===== src/rtl/enc_parity_stream_if.sv =====
// Handshake bundle for enc_parity_stream: input word channel, codeword channel
// and accepted-word counter.
interface enc_parity_stream_if #(
   parameter int AMBA_WORD = 32,
   parameter int CNT_WIDTH = 16
);
   logic                         in_valid;
   logic                         in_ready;
   logic [1:0]                   codeword_width;
   logic [AMBA_WORD-1:0]         data_in;
   logic                         inj_en;
   logic [$clog2(AMBA_WORD)-1:0] inj_pos;
   logic                         out_valid;
   logic                         out_ready;
   logic [AMBA_WORD-1:0]         data_out;
   logic [1:0]                   out_width;
   logic [CNT_WIDTH-1:0]         word_cnt;

   modport master (
      output in_valid, codeword_width, data_in, inj_en, inj_pos, out_ready,
      input  in_ready, out_valid, data_out, out_width, word_cnt
   );

   modport slave (
      input  in_valid, codeword_width, data_in, inj_en, inj_pos, out_ready,
      output in_ready, out_valid, data_out, out_width, word_cnt
   );
endinterface


===== src/rtl/enc_parity_stream.sv =====
// Registered Hamming SECDED encoder with valid/ready on both sides, a 2-entry
// output buffer, 8/16/32/64-bit codeword modes and single-bit error injection.
module enc_parity_stream #(
   parameter int AMBA_WORD = 32,
   parameter int CNT_WIDTH = 16
) (
   input logic                clk,
   input logic                rst,
   enc_parity_stream_if.slave bus
);

   typedef struct packed {
      logic [1:0]           mode;
      logic [AMBA_WORD-1:0] cw;
   } entry_t;

   // The 64-bit mode only exists on a 64-bit bus; otherwise it degrades to mode 00.
   function automatic logic [1:0] eff_mode(input logic [1:0] m);
      if (AMBA_WORD == 32 && m == 2'b11) return 2'b00;
      return m;
   endfunction

   function automatic int cw_bits(input logic [1:0] m);
      case (m)
         2'b00:   return 8;
         2'b01:   return 16;
         2'b10:   return 32;
         default: return 64;
      endcase
   endfunction

   function automatic logic [AMBA_WORD-1:0] encode(input logic [63:0] d, input logic [1:0] m,
                                                   input logic inj, input int ipos);
      int          n;
      int          np;
      int          k;
      logic [5:0]  di;
      logic [6:0]  par;
      logic        ovl;
      logic [63:0] cw;
      n   = cw_bits(m);
      np  = $clog2(n) + 1;
      k   = n - np;
      di  = 6'd0;
      par = '0;
      ovl = 1'b0;
      // Walk the Hamming positions; non-powers of two carry data bits in order.
      for (int pos = 1; pos < 64; pos++) begin
         if (pos < n && (pos & (pos - 1)) != 0) begin
            for (int j = 0; j < 6; j++) begin
               if (j < np - 1 && ((pos >> j) & 1) == 1) par = par ^ (7'(d[di]) << j);
            end
            ovl = ovl ^ d[di];
            di  = di + 6'd1;
         end
      end
      par = par | (7'(ovl ^ (^par)) << (np - 1));
      cw  = (d & ((64'd1 << k) - 64'd1)) | (64'(par) << k);
      if (inj && ipos < n) cw = cw ^ (64'd1 << ipos);
      return AMBA_WORD'(cw);
   endfunction

   entry_t               head_q, head_d;
   entry_t               tail_q, tail_d;
   logic [1:0]           cnt_q, cnt_d;
   logic [CNT_WIDTH-1:0] wcnt_q, wcnt_d;
   entry_t               new_e;
   logic                 push;
   logic                 pop;

   assign push = bus.in_valid && (cnt_q != 2'd2);
   assign pop  = (cnt_q != 2'd0) && bus.out_ready;

   always_comb begin
      new_e.mode = eff_mode(bus.codeword_width);
      new_e.cw   = encode(64'(bus.data_in), new_e.mode, bus.inj_en, int'(bus.inj_pos));
   end

   // Head is the visible entry; it only changes on a refill, so an empty buffer
   // keeps showing the last codeword.
   always_comb begin
      head_d = head_q;
      tail_d = tail_q;
      cnt_d  = cnt_q;
      wcnt_d = wcnt_q;
      case ({push, pop})
         2'b10: begin
            if (cnt_q == 2'd0) head_d = new_e;
            else               tail_d = new_e;
            cnt_d = cnt_q + 2'd1;
         end
         2'b01: begin
            if (cnt_q == 2'd2) head_d = tail_q;
            cnt_d = cnt_q - 2'd1;
         end
         2'b11:   head_d = new_e;
         default: ;
      endcase
      if (push && wcnt_q != {CNT_WIDTH{1'b1}}) wcnt_d = wcnt_q + CNT_WIDTH'(1);
   end

   always_ff @(posedge clk) begin
      if (rst) begin
         head_q <= '0;
         cnt_q  <= 2'd0;
         wcnt_q <= '0;
      end else begin
         head_q <= head_d;
         cnt_q  <= cnt_d;
         wcnt_q <= wcnt_d;
      end
   end

   always_ff @(posedge clk) begin
      tail_q <= tail_d;
   end

   assign bus.in_ready  = (cnt_q != 2'd2);
   assign bus.out_valid = (cnt_q != 2'd0);
   assign bus.data_out  = head_q.cw;
   assign bus.out_width = head_q.mode;
   assign bus.word_cnt  = wcnt_q;

endmodule


===== src/flat_wrapper.sv =====
// flat-port wrapper written by rule: the top's interface ports become plain ports
module enc_parity_stream_flat 
#(
   parameter int AMBA_WORD = 32,
   parameter int CNT_WIDTH = 16
)
  (clk, rst, bus_in_valid, bus_codeword_width, bus_data_in, bus_inj_en, bus_inj_pos, bus_out_ready, bus_in_ready, bus_out_valid, bus_data_out, bus_out_width, bus_word_cnt);
  enc_parity_stream_if #(.AMBA_WORD(AMBA_WORD), .CNT_WIDTH(CNT_WIDTH)) bus_i ();
  input logic clk;
  input logic rst;
  input wire logic [$bits(bus_i.in_valid)-1:0] bus_in_valid;
  input wire logic [$bits(bus_i.codeword_width)-1:0] bus_codeword_width;
  input wire logic [$bits(bus_i.data_in)-1:0] bus_data_in;
  input wire logic [$bits(bus_i.inj_en)-1:0] bus_inj_en;
  input wire logic [$bits(bus_i.inj_pos)-1:0] bus_inj_pos;
  input wire logic [$bits(bus_i.out_ready)-1:0] bus_out_ready;
  output wire logic [$bits(bus_i.in_ready)-1:0] bus_in_ready;
  output wire logic [$bits(bus_i.out_valid)-1:0] bus_out_valid;
  output wire logic [$bits(bus_i.data_out)-1:0] bus_data_out;
  output wire logic [$bits(bus_i.out_width)-1:0] bus_out_width;
  output wire logic [$bits(bus_i.word_cnt)-1:0] bus_word_cnt;
  assign bus_i.in_valid = bus_in_valid;
  assign bus_i.codeword_width = bus_codeword_width;
  assign bus_i.data_in = bus_data_in;
  assign bus_i.inj_en = bus_inj_en;
  assign bus_i.inj_pos = bus_inj_pos;
  assign bus_i.out_ready = bus_out_ready;
  assign bus_in_ready = bus_i.in_ready;
  assign bus_out_valid = bus_i.out_valid;
  assign bus_data_out = bus_i.data_out;
  assign bus_out_width = bus_i.out_width;
  assign bus_word_cnt = bus_i.word_cnt;
  enc_parity_stream #(.AMBA_WORD(AMBA_WORD), .CNT_WIDTH(CNT_WIDTH)) u_core (.clk(clk), .rst(rst), .bus(bus_i));
endmodule

===== config.mk =====
export PLATFORM = sky130hd
export DESIGN_NAME = enc_parity_stream_flat
export DESIGN_NICKNAME = d
export VERILOG_FILES = /design/src/rtl/enc_parity_stream_if.sv /design/src/rtl/enc_parity_stream.sv /design/src/flat_wrapper.sv
export SDC_FILE = /design/constraint.sdc
export NUM_CORES = 1
export LEC_CHECK = 0
export BUFFER_PORTS_ARGS = -buffer_cell sky130_fd_sc_hd__buf_2
export CAP_MARGIN = 10
export CORE_MARGIN = 1
export CORE_UTILIZATION = 61
export CTS_BUF_LIST = sky130_fd_sc_hd__clkbuf_4
export CTS_CLUSTER_SIZE = 40
export DETAILED_ROUTE_END_ITERATION = 7
export PLACE_DENSITY_LB_ADDON = 0.25
export SYNTH_ARGS = -nofsm -noshare
export SYNTH_HDL_FRONTEND = slang
export SYNTH_SLANG_ARGS = --single-unit

===== constraint.sdc =====
create_clock -name clk -period 7.3 [get_ports clk]
set_clock_uncertainty 0.1 [all_clocks]
set_input_delay 0.365 -clock clk [delete_from_list [all_inputs] [get_ports clk]]
set_output_delay 0.365 -clock clk [all_outputs]
set_load 0.01 [all_outputs]

==> results of run 1 <==
-- kinds of logic (layout without fill, tap and decap cells) --
family          Yosys count  in the layout  share of synthesized area
simple gates            338            338                     0.2060
compound gates          207            207                     0.1911
xor+xnor                112            112                     0.1420
flops                    86             86                     0.2611
buf+inv                  83            140                    0.05530
mux                      77             77                     0.1219
fa+ha+maj                14             14                    0.02218
other cells               1              4                  0.0004749
-- worst min-delay path: stages --
cell and delay (ns):
buf_2 0.14, nand2_1 0.08, xnor2_1 0.07
-- state kept, by name, indices dropped and copies added, names as in the netlist --
| register | count |
|---|---|
| u_core.tail_q | 34 |
| u_core.bus.data_out | 32 |
| u_core.bus.word_cnt | 16 |
| u_core.bus.out_width | 2 |
| u_core.cnt_q | 2 |
-- through the flow --
stage	area [um2]	hold slack, ns	setup WS [ns]	util
5_1_grt	8468	0.2863	1.323	0.6710
2_1_floorplan	7904	0.3762	1.317	-
3_3_place_gp	8334	0.3371	1.321	0.6604
6_report	8468	0.2948	1.646	0.6710
3_5_place_dp	8334	0.3439	1.218	0.6604
4_1_cts	8466	0.2798	1.700	0.6708
-- cell usage in the layout, fill, tap and decap left out, types with 6 or more instances in the layout --
master	Yosys	routed
buf_2	13	95
nand2b_1	20	20
o21ai_0	40	40
a32oi_1	7	7
nand3b_1	6	6
inv_1	16	16
nor2_1	117	117
dfxtp_1	52	52
a22oi_1	6	6
clkbuf_4	0	11
a221o_1	7	7
a22o_1	6	6
edfxtp_1	34	34
and2_1	8	8
o21ai_1	6	6
nand4_1	9	9
ha_1	14	10
nand3_1	18	18
nor2b_1	11	11
mux2i_1	49	49
buf_4	7	12
mux2_2	9	9
a21oi_1	51	51
xnor2_1	67	67
mux4_2	12	12
nand2_1	88	88
a211oi_1	10	9
nor3_1	17	17
xor2_1	34	34
or3_1	11	11
-- layer usage --
| layer | wire length, um | up-vias | track usage |
|---|---|---|---|
| li1 | - | 3420 | - |
| met5 | 0 | - | 0 |
| met3 | 2310 | 102 | 0.05230 |
| met4 | 1495 | 0 | 0.2231 |
| met2 | 10460 | 456 | 0.5627 |
| met1 | 9198 | 3475 | 0.4639 |
-- final timing paths --
check                                    endpoint  slack, ns
max           u_core.bus.data_out[6]$_SDFFE_PP0P_       1.65
min                    u_core.tail_q[8]$_DFFE_PP_       0.29
max reg2reg  u_core.bus.data_out[25]$_SDFFE_PP0P_       4.37
min reg2reg  u_core.bus.data_out[25]$_SDFFE_PP0P_       0.36
-- area by class of cell --
class                           instances  area [um2]
Timing Repair Buffer                  107       565.5
Sequential cell                        86        2062
Clock inverter                          5       48.80
Tap cell                              172       215.2
Clock buffer                           11       82.58
Inverter                               17       63.81
Fill cell                            1071        4151
Multi-Input combinational cell        751        5428
Antenna cell                            1       2.502
-- where the power goes --
part	switching (W)	internal, W	leakage (nW)
Combinational	0.000841	0.000615	2.45
Clock	0.000153	0.000110	0.0763
Sequential	0.0000497	0.000637	0.744
Total	0.00104	0.00136	3.27
==> impl_metrics.tcl, run 1 <==
set metrics [dict create \
    finalHoldViolations 0 \
    crit_type "input pin to flop" \
    cts_buffers 9 \
    setup_viol 0 \
    synth_edf_count 34 \
    postCtsSetupRepairBufs 0 \
    min_period_ns 5.654 \
    yosysMostFrequentCell "nor2_1" \
    drive_gt1_frac 0.1863 \
    area_growth_pct 7.241 \
    vdd_ir_drop_max_uv 144.2 \
    drc 0 \
    grt_pass1_vias 6685 \
    rows 41 \
    slowest_delay_ns 0.77 \
    grt_pass1_wl_mm 36.26 \
    drv_cap 0 \
    synthesis.area_um2 7896 \
    synth_ff_type "dfxtp_1" \
    hold_depth 3 \
    dp.final_hpwl_mm 17.42 \
    synthArstFlopShare 0 \
    crit_cells 20 \
    core_um2 12620 \
    power.density_nw_per_um2 284.1 \
    htreeDepth 3 \
    gp_congestion 1.046 \
    ys_seq_area_frac 0.2611 \
    ys_top_cells_by_area "dfxtp_1 (13%), edfxtp_1 (13%), xnor2_1 (7.4%)" \
    finalCritPeriodShare 0.7745 \
    wl_mm 23.47 \
    clock_path_buffers 2 \
    die_area_um2 13400 \
    grt_max_degree 73 \
    tns_ns 0 \
    initial_core_util 0.6257 \
    vias_per_cell 6.481 \
    slew_violations 0 \
    max_freq_ghz 0.1769 \
    rr_worst_depth 11 \
    min_from "bus_data_in[8]" \
    critPathCaptureType "flop" \
    cts_root_buf "clkbuf_4" \
    synth_seq_cells 86 \
    grt_usage 0.3577 \
    crit_required_ns 7.57 \
    avgSynthCellArea_um2 8.602 \
    synthTopCellsByCount "nor2_1 (117), nand2_1 (88), xnor2_1 (67), dfxtp_1 (52), a21oi_1 (51)" \
    maxSlewHeadroom 0.4804 \
    cts_sinks 86 \
    io_buffers 95 \
    rsz0062_at_grt "no" \
    clk_pin_slew_worst_paths_ns 0.12 \
    critPathMaxFanout 29 \
    cts_hold_buf 0 \
    outcome "complete, no violations" \
    arrival_ns 5.93 \
    fp.dieW_um 115.8 \
    r2r_start "u_core.cnt_q[0]$_SDFFE_PP0P_" \
    die_h_um 115.8 \
    worst-path-buf-inv 3 \
    critPathTopFamily "compound AO/OA/AOI/OAI gates" \
    cts_tree "done" \
    ios 96 \
    insertion_delay_ns 0.44 \
    antenna_found_initial 1 \
    hp-class "input pin to flop" \
    p_leak_nw 3.274 \
    nets 1030 \
    yosysWarningCount 0 \
    stdcell_count 1150 \
    yosysTopAreaCell "dfxtp_1" \
    post_cts_resized 0 \
    dr_total_vias 7453 \
    worstSetupStartpointType "input pin" \
    crit_start "bus_codeword_width[0]" \
    synth.top_cell.area_share 0.1318 \
    ys_types 96 \
    drt-initial-drc-count 1037 \
    ant_nets 0 \
    crit_chain "buf_2 -> inv_1 -> ha_2 -> inv_2 -> ha_1 -> nor2_1 -> a22oi_1 -> o21ai_0 -> a211oi_1 -> xnor3_1 -> xnor2_2 -> nor3b_1 -> or4_4 -> and2_1 -> o22ai_1 -> o211ai_1 -> a2bb2oi_1 -> xnor2_1 -> mux2i_1 -> a21oi_1" \
    place_inst 1133 \
    grt-ovfl-total 0 \
    cp_slowest_cell "ha_1" \
    syn_inst 918 \
    worst_pin_slew_ns 0.7794 \
    power.total_w 0.002406 \
    wl_per_cell_um 20.41 \
    first_pass_iters 5 \
]
Note: power is estimated with default switching activity, not from simulation.
==> inputs of run 2 (changes only) <==
ABC_AREA = 1   (was not set)
CORE_UTILIZATION = 62   (was 61)
clock period = 5.91 ns   (was 7.3 ns; I/O delays follow)
==> impl_metrics.tcl, run 2 <==
set metrics [dict create \
    outcome "complete, no violations" \
    fp.dieW_um 119.9 \
    cp_slowest_cell "ha_1" \
    worstSetupStartpointType "input pin" \
    maxSlewHeadroom 0.4836 \
    synthesis.area_um2 8617 \
    cts_hold_buf 0 \
    drc 0 \
    synthTopCellsByCount "nand2_1 (500), nand3_1 (193), inv_1 (167), nor2_1 (167), a21oi_1 (67)" \
    yosysWarningCount 0 \
    min_from "bus_data_in[19]" \
    initial_core_util 0.6430 \
    largest_register "u_core.tail_q" \
    r2r_setup_slack_ns 2.78 \
    crit_type "input pin to flop" \
    syn_inst 1504 \
    htreeDepth 3 \
    utilization 0.6938 \
    vias_per_cell 5.821 \
    post_cts_resized 0 \
    finalCritPeriodShare 0.8315 \
    die_area_um2 14370 \
    drive_gt1_frac 0.1063 \
    core_um2 13400 \
    antenna_found_initial 1 \
    slew_violations 0 \
    critPathCaptureType "flop" \
    grt_pass1_vias 8827 \
    ys_types 52 \
    yosysMostFrequentCell "nand2_1" \
    clock_path_buffers 2 \
    arrival_ns 5.12 \
    final_cell_mix "nand2_1 (500), nand3_1 (193), inv_1 (167), nor2_1 (167), buf_2 (95)" \
    grt_pass1_wl_mm 43.93 \
    first_pass_iters 8 \
    layout_commonest_cell "nand2_1" \
    rsz0062_at_grt "no" \
    min_to "u_core.bus.data_out[19]$_SDFFE_PP0P_" \
    drt-initial-drc-count 1147 \
    multi_input_area_um2 5585 \
    wl_mm 27.76 \
    path_common_cell "nand2_1" \
    worst_slack_ns 0.9960 \
    postCtsSetupRepairBufs 0 \
    ios 96 \
    r2r_end "u_core.bus.data_out[8]$_SDFFE_PP0P_" \
    die_h_um 119.9 \
    rows 42 \
    dr_total_vias 10180 \
    gp_congestion 1.034 \
    critPathMaxFanout 65 \
    area_growth_pct 7.899 \
    nets 1624 \
    insertion_delay_ns 0.44 \
    finalHoldViolations 0 \
    place_inst 1731 \
    setup_viol 0 \
    largest_register_ffs 34 \
    clk_pin_slew_worst_paths_ns 0.13 \
    dp.final_hpwl_mm 21.08 \
    tns_ns 0 \
    min_period_ns 4.914 \
    hp-class "input pin to flop" \
    regArea_um2 2062 \
    ant_nets 0 \
    hold_slack_ns 0.1684 \
    grt_usage 0.3852 \
    stdcell_count 1748 \
    cts_root_buf "clkbuf_4" \
    drv_cap 0 \
    post-place-ws_ns 0.6733 \
    crit_required_ns 6.12 \
    vdd_ir_drop_max_uv 150.6 \
    worst_pin_slew_ns 0.7747 \
    grt-ovfl-total 0 \
    p_leak_nw 4.873 \
    ys_seq_area_frac 0.2393 \
    synth_edf_count 34 \
    power.density_nw_per_um2 294.9 \
    synth_seq_cells 86 \
    wl_per_cell_um 15.88 \
    io_buffers 95 \
    r2r_start "u_core.cnt_q[0]$_SDFFE_PP0P_" \
    hold_depth 5 \
    synth.top_cell.area_share 0.2178 \
    grt_max_degree 66 \
    ys_top_cells_by_area "nand2_1 (22%), dfxtp_1 (12%), edfxtp_1 (12%)" \
    cts_buffers 9 \
    max_freq_ghz 0.2035 \
    avgSynthCellArea_um2 5.729 \
    slowest_delay_ns 0.42 \
    synthArstFlopShare 0 \
    fill_cells 1286 \
    yosysTopAreaCell "nand2_1" \
    synth_ff_type "dfxtp_1" \
    cts_tree "done" \
    cts_sinks 86 \
    rr_worst_depth 13 \
]
run 2: cell types whose count changed in the layout (fill, tap and decap cells not counted), sizes merged, moves of 12 or more:
cell / previous run / this run
nand3: 19 / 198
mux2i: 51 / 0
inv: 18 / 176
nor2: 118 / 171
mux4: 12 / 0
xor2: 35 / 18
o21ai: 47 / 77
nand4: 9 / 34
xnor2: 70 / 15
nand2b: 20 / 0
nand2: 88 / 511
mux2: 14 / 0
a21oi: 51 / 68
run 2: worst max path at each step:
stage | from | end | slack, ns | cells after the start
CTS | bus_codeword_width[0] | u_core.bus.data_out[6]$_SDFFE_PP0P_ | 1.13 | 41
floorplan | bus_codeword_width[0] | u_core.tail_q[6]$_DFFE_PP_ | 0.98 | 43
detailed placement | bus_codeword_width[0] | u_core.bus.data_out[6]$_SDFFE_PP0P_ | 0.67 | 41
finish | bus_codeword_width[0] | u_core.bus.data_out[6]$_SDFFE_PP0P_ | 1.0 | 41
global placement | bus_codeword_width[0] | u_core.bus.data_out[28]$_SDFFE_PP0P_ | 0.77 | 39
global route | bus_codeword_width[0] | u_core.bus.data_out[24]$_SDFFE_PP0P_ | 0.54 | 41
run 2: kinds of logic (layout without fill, tap and decap cells):
family                     count (synthesis)  count (layout)  share of synthesized area
AOI/OAI and AO/OA                        181             181                     0.1169
xor gates and xnor gates                  33              33                    0.03354
adders and majority gates                 14              14                    0.02033
buffers and inverters                    239             304                     0.1137
DFF                                       86              86                     0.2393
other                                      1               4                  0.0004352
and+or+nand+nor                          950             950                     0.4758
run 2: per-layer routing:
| metal | wire length, um | vias to the layer above | GRT usage |
|---|---|---|---|
| met5 | 0 | - | 0 |
| met4 | 1198 | 0 | 0.1828 |
| met3 | 2532 | 89 | 0.04705 |
| met2 | 12810 | 568 | 0.6351 |
| met1 | 11220 | 4508 | 0.4997 |
| li1 | - | 5010 | - |
run 2: per-stage QoR:
step | power [W] | cell area [um2]
finish | 0.002742 | 9298
CTS | 0.002714 | 9295
detailed placement | 0.002341 | 9141
global route | 0.002965 | 9298
global placement | 0.002305 | 9141
floorplan | 0.001948 | 8625
run 2: layout make-up:
type | instances | share of cell area
Timing Repair Buffer | 112 | 0.06486
Clock buffer | 9 | 0.007267
Clock inverter | 7 | 0.009285
Tap cell | 176 | 0.02368
Inverter | 176 | 0.07213
Antenna cell | 1 | 0.0002691
Sequential cell | 86 | 0.2218
Multi-Input combinational cell | 1181 | 0.6007
run 2: critical path, delay by kind of cell:
| kind | cells | cell delay, ns |
|---|---|---|
| AND/OR/NAND/NOR | 31 | 3.06 |
| buffers and inverters | 6 | 0.78 |
| adder cells (fa/ha/maj) | 2 | 0.72 |
| AO/OA/AOI/OAI | 2 | 0.20 |
run 2: power by group:
group	switching, W	internal (W)	leakage (nW)
logic	0.00106	0.000490	4.04
clock network	0.000201	0.000169	0.0880
registers	0.0000561	0.000764	0.743
total	0.00132	0.00142	4.87
